$ cat config.mk
export PLATFORM = sky130hd
export DESIGN_NAME = aircraft_light_seq_flat
export DESIGN_NICKNAME = d
export VERILOG_FILES = /design/src/rtl/aircraft_light_seq_if.sv /design/src/rtl/aircraft_light_seq.sv /design/src/flat_wrapper.sv
export SDC_FILE = /design/constraint.sdc
export NUM_CORES = 1
export LEC_CHECK = 0
export ABC_CLOCK_PERIOD_IN_PS = 3200
export CORE_MARGIN = 8
export CORE_UTILIZATION = 35
export DETAILED_ROUTE_END_ITERATION = 10
export HOLD_SLACK_MARGIN = 0.12
export PLACE_DENSITY = 0.55
export RECOVER_POWER = 50
export SYNTH_ARGS = -nofsm -noshare
export SYNTH_HDL_FRONTEND = slang
export SYNTH_SLANG_ARGS = --single-unit
$ cat constraint.sdc
create_clock -name sys_clk -period 3.2 [get_ports sys_clk]
set_input_delay 0.64 -clock sys_clk [delete_from_list [all_inputs] [get_ports sys_clk]]
set_output_delay 0.64 -clock sys_clk [all_outputs]
set_load 0.005 [all_outputs]
$ cat src/rtl/aircraft_light_seq_if.sv
// Control/status bundle between a lighting controller and the light sequencer.
interface aircraft_light_seq_if #(
  parameter int unsigned NUM_CH = 4,
  parameter int unsigned PH_W   = 3
);
  logic                     enable;
  logic                     lamp_test;
  logic [2*NUM_CH-1:0]      mode;
  logic [PH_W*NUM_CH-1:0]   phase;
  logic [NUM_CH-1:0]        out;
  logic                     frame_start;

  modport master (
    output enable, lamp_test, mode, phase,
    input  out, frame_start
  );

  modport slave (
    input  enable, lamp_test, mode, phase,
    output out, frame_start
  );
endinterface

$ cat src/rtl/aircraft_light_seq.sv
// Multi-channel aircraft lighting sequencer (nav, beacon, strobe, logo).
// A prescaler divides sys_clk into step ticks; a frame is PERIOD_TICKS steps.
// Per-channel mode/phase are shadowed at each frame boundary so that changes
// only take effect on the next frame. All outputs are registered.
module aircraft_light_seq #(
  parameter int unsigned NUM_CH       = 4,
  parameter int unsigned TICK_DIV     = 10_000_000,
  parameter int unsigned PERIOD_TICKS = 8
) (
  input  logic                  sys_clk,
  input  logic                  rst_n,
  aircraft_light_seq_if.slave   bus
);

  localparam int unsigned PH_W = $clog2(PERIOD_TICKS);
  localparam int unsigned PR_W = (TICK_DIV > 1) ? $clog2(TICK_DIV) : 1;

  localparam logic [PR_W-1:0] PRESC_MAX = PR_W'(TICK_DIV - 1);
  localparam logic [PH_W-1:0] STEP_MAX  = PH_W'(PERIOD_TICKS - 1);
  localparam logic [PH_W-1:0] HALF      = PH_W'(PERIOD_TICKS / 2);
  localparam logic [PH_W-1:0] FLASH2    = PH_W'(2);

  typedef enum logic {
    S_IDLE,
    S_RUN
  } state_t;

  state_t                    state_q;
  logic [PR_W-1:0]           presc_q;
  logic [PH_W-1:0]           step_q;
  logic [2*NUM_CH-1:0]       mode_sh_q;
  logic [PH_W*NUM_CH-1:0]    phase_sh_q;
  logic [NUM_CH-1:0]         out_q;
  logic                      frame_start_q;
  logic [NUM_CH-1:0]         pat_d;

  // Light decision for one channel given its mode and local step.
  function automatic logic light_on(input logic [1:0] m, input logic [PH_W-1:0] ls);
    case (m)
      2'b00:   light_on = 1'b0;
      2'b01:   light_on = 1'b1;
      2'b10:   light_on = (ls < HALF);
      default: light_on = (ls == '0) || (ls == FLASH2);
    endcase
  endfunction

  // Pattern for the current step from the shadowed per-channel settings.
  always_comb begin
    pat_d = '0;
    for (int unsigned i = 0; i < NUM_CH; i++) begin
      pat_d[i] = light_on(mode_sh_q[2*i +: 2],
                          PH_W'(step_q + phase_sh_q[PH_W*i +: PH_W]));
    end
  end

  // Sequencer FSM: prescaler, step counter, shadow reload and output registers.
  always_ff @(posedge sys_clk or negedge rst_n) begin
    if (!rst_n) begin
      state_q       <= S_IDLE;
      presc_q       <= '0;
      step_q        <= '0;
      mode_sh_q     <= '0;
      phase_sh_q    <= '0;
      out_q         <= '0;
      frame_start_q <= 1'b0;
    end else begin
      frame_start_q <= 1'b0;
      case (state_q)
        S_IDLE: begin
          presc_q <= '0;
          step_q  <= '0;
          out_q   <= bus.lamp_test ? '1 : '0;
          if (bus.enable) begin
            state_q       <= S_RUN;
            mode_sh_q     <= bus.mode;
            phase_sh_q    <= bus.phase;
            frame_start_q <= 1'b1;
          end
        end
        S_RUN: begin
          if (!bus.enable) begin
            state_q <= S_IDLE;
            presc_q <= '0;
            step_q  <= '0;
            out_q   <= bus.lamp_test ? '1 : '0;
          end else begin
            out_q <= bus.lamp_test ? '1 : pat_d;
            if (presc_q == PRESC_MAX) begin
              presc_q <= '0;
              step_q  <= step_q + 1'b1;
              // Step wraps to 0 on this edge: reload shadows together with it
              // so frame_start and the new settings both line up with step 0.
              if (step_q == STEP_MAX) begin
                mode_sh_q     <= bus.mode;
                phase_sh_q    <= bus.phase;
                frame_start_q <= 1'b1;
              end
            end else begin
              presc_q <= presc_q + 1'b1;
            end
          end
        end
        default: state_q <= S_IDLE;
      endcase
    end
  end

  assign bus.out         = out_q;
  assign bus.frame_start = frame_start_q;

endmodule

$ cat src/flat_wrapper.sv
// flat-port wrapper written by rule: the top's interface ports become plain ports
module aircraft_light_seq_flat 
#(
  parameter int unsigned NUM_CH       = 4,
  parameter int unsigned TICK_DIV     = 10_000_000,
  parameter int unsigned PERIOD_TICKS = 8
)
  (sys_clk, rst_n, bus_enable, bus_lamp_test, bus_mode, bus_phase, bus_out, bus_frame_start);
  aircraft_light_seq_if #(.NUM_CH(NUM_CH), .PH_W(3)) bus_i ();
  input  logic sys_clk;
  input  logic rst_n;
  input wire logic [$bits(bus_i.enable)-1:0] bus_enable;
  input wire logic [$bits(bus_i.lamp_test)-1:0] bus_lamp_test;
  input wire logic [$bits(bus_i.mode)-1:0] bus_mode;
  input wire logic [$bits(bus_i.phase)-1:0] bus_phase;
  output wire logic [$bits(bus_i.out)-1:0] bus_out;
  output wire logic [$bits(bus_i.frame_start)-1:0] bus_frame_start;
  assign bus_i.enable = bus_enable;
  assign bus_i.lamp_test = bus_lamp_test;
  assign bus_i.mode = bus_mode;
  assign bus_i.phase = bus_phase;
  assign bus_out = bus_i.out;
  assign bus_frame_start = bus_i.frame_start;
  aircraft_light_seq #(.NUM_CH(NUM_CH), .TICK_DIV(TICK_DIV), .PERIOD_TICKS(PERIOD_TICKS)) u_core (.sys_clk(sys_clk), .rst_n(rst_n), .bus(bus_i));
endmodule
==> qor.txt <==
Rows: 31
Synth Area per Inst: 11.10 sq um
Fin. Hold Viols: 0
VDD IR max: 235.9 uV
clk_lat worst skew: 310 ps
Worst setup SP type: flop
Fin Setup TNS: 0 ps
post-synthesis cell count: 239
critical path's largest stage delay: 620 ps
largest fanout on the critical path: 21
global-route wire length before repair: 8.928 mm
initial cell density of the core: 36.38%
Num CTS Buffers: 5
Initial DRT Pass Iterations: 4
Clock transition at path regs: 100 ps
CTS HTree Levels: 2
CTS Buffer Depth: 2
cells along the critical path: ha_1 > nand3_1 > or4_4 > o32ai_4 > buf_4 > mux2_2
Worst Path Buf+Inv: 1
io pins: 29
Area growth, synth to finish: 17.97%
minimum clock period: 2491 ps
Overall Global Routing Usage: 10.60%
synth top area cells: dfrtp_1 50%, mux2_2 8.1%, xnor2_1 5.0%
Worst EP arrival: 2690 ps
crit end category: flop
critical path class: flop to flop
post-cts sizing count: 0
initial DRC count: 32
power share of the clock group: 33.9%
most frequent cells in the layout: 53 x dfrtp_1, 26 x clkdlybuf4s50_1, 19 x mux2_2, 17 x nor2_1, 15 x xnor2_1
core area: 7292 sq um
register area share after synthesis: 50.00%
syn nets: 274
largest net degree at the start of global routing: 35
status: completed
CTS tree: yes
GPL Wtd Cong: 0.7816
vias in the first global route: 1882
ANT cells: 0
Post-synth ARST share: 100.0%
Die Wd: 103.1 microns
WL per Instance: 13.71 microns
most common cell after layout, fill and taps aside: dfrtp_1
Die Ht: 103.1 microns
Fill cells: 762
cell taking the most area after synthesis: dfrtp_1
min-delay worst type: input port to async pin
internal power: 1035 uW
gr ovfl total: 0
Power Density: 428.3 nW/um^2
DRT Wirelength: 5.045 mm
clk root buf: clkbuf_8
Psw: 305.3 uW
drc violations: 0
Yosys cell types: 34
Net Sw Frac: 22.78%
combinational power share: 10.9%
top cell type's share of synthesized area: 50.00%
Slowest-stage cell, CP: or4_4
number of synthesized register bits: 53
Worst-Margin Slew: 1046 ps
unrepaired setup endpoints after global routing: no
ys flop type: dfrtp_1
maximum clock rate: 0.4014 GHz
Final HPWL DP: 3.676 mm
initial antenna violation count: 0
layout cells sized above 1: 11.90%
critical path's top delay family: simple AND/OR/NAND/NOR gates
Post CTS Setup Buffer Count: 0
Worst EP required: 3400 ps
Via Count: 1822
synth warn: 0
Seq pwr share: 55.2%
relative slew slack: 30.24%
EDFF count, synth: 0
full die area: 10620 sq um
hold_ws: 485.0 ps
DRT antenna net count: 0
Post-Syn Area: 2653 sq um
port buffer count: 28
setup violators final: 0
Final Max Slew Viols: 0
via/cell ratio: 4.951
Post-CTS Hold Buffers: 0
fraction of the cycle the final worst path needs: 77.85%
fin nets: 303
Static Leak: 0.001223 uW
number of max-cap violations: 0
clock skew: 11.22 ps
Num Clock Sinks: 53
[synth_stat cells, types with 4 or more instances]
library cell  number
and4_1             4
xnor2_1           15
o21ai_0            8
and3_1             4
fa_1               4
or3_1              6
nand2_1           11
ha_1               7
clkbuf_1           5
dfrtp_1           53
nand4_1            6
xor2_1             7
a21oi_1           11
nand3_1           14
mux2_2            19
nor2_1            17
nor2b_1            4
inv_1             13
a31oi_1            4
o21bai_1           4
[final timing paths]
path | start | to | slack (ps) | cells after the start
setup / recovery | u_core.presc_q[0]$_DFF_PN0_ | u_core.phase_sh_q[11]$_DFFE_PN0P_ | 710 | 6
hold / removal | rst_n | u_core.phase_sh_q[2]$_DFFE_PN0P_ | 490 | 1
setup reg to reg | u_core.presc_q[0]$_DFF_PN0_ | u_core.phase_sh_q[11]$_DFFE_PN0P_ | 710 | 6
hold reg to reg | u_core.presc_q[0]$_DFF_PN0_ | u_core.presc_q[0]$_DFF_PN0_ | 510 | 1
max in group asynchronous | rst_n | u_core.presc_q[22]$_DFF_PN0_ | 1320 | 2
min in group sys_clk | u_core.presc_q[0]$_DFF_PN0_ | u_core.presc_q[0]$_DFF_PN0_ | 510 | 1
[worst reg2reg max path, stage by stage (launching register included)]
cell and delay [ps]:
dfrtp_1 410, ha_1 220, nand3_1 170, or4_4 620
o32ai_4 280, buf_4 320, mux2_2 380
[per-layer routing]
layer	vias to the layer above	GRT usage (%)	routed length, microns
met4	0	3.003	41
met5	-	0	0
li1	899	-	-
met3	5	2.701	287
met2	31	16.72	2259
met1	887	13.98	2456
[metrics by stage]
step           setup slack (ps)  instance area (sq um)  util, %  std cells  power, uW
6_report                  708.9                   3129    42.91        368       1340
5_1_grt                   571.7                   3129    42.91        368       1409
4_1_cts                   695.6                   3133    42.96        368       1362
3_5_place_dp              700.1                   3022    41.44        360      905.8
3_3_place_gp              780.0                   3022    41.44        360      901.5
2_1_floorplan             967.5                   2653        -        239      834.1
[logic make-up (layout without fill, tap and decap cells)]
kind of cell | after synthesis | count (layout) | synth area share (%)
buffers and inverters | 21 | 51 | 3.538
adder cells (fa/ha/maj) | 11 | 11 | 6.321
XOR/XNOR | 22 | 22 | 7.264
AND/OR/NAND/NOR | 80 | 80 | 16.56
AO/OA/AOI/OAI | 32 | 32 | 7.830
flip-flops | 53 | 53 | 50.00
multiplexers | 20 | 20 | 8.491
[power by group through the flow]
stage | Clock [uW] | Sequential, uW | Combinational (uW)
after floorplan | 0 | 747 | 87.1
after global placement | 0 | 753 | 148
after detailed placement | 0 | 754 | 152
after CTS | 469 | 740 | 152
after global routing | 496 | 747 | 167
final | 454 | 740 | 147
[sequential cells by signal, indices dropped and copies added (netlist names)]
register	count
u_core.phase_sh_q	12
u_core.bus.out	4
u_core.mode_sh_q	8
u_core.bus.frame_start	1
u_core.presc_q	24
u_core.step_q	3
u_core.state_q	1
[cell type report]
cell class | instances | area (sq um) | share of cell area (%)
well taps | 99 | 123.9 | 3.958
flip-flops and latches | 53 | 1326 | 42.38
clock inverters | 2 | 38.79 | 1.240
multi-input cells | 165 | 1232 | 39.38
repair buffers | 30 | 286.5 | 9.156
inverters | 13 | 48.80 | 1.559
clock buffers | 6 | 72.57 | 2.319
Power figures use the tool's default switching activity.
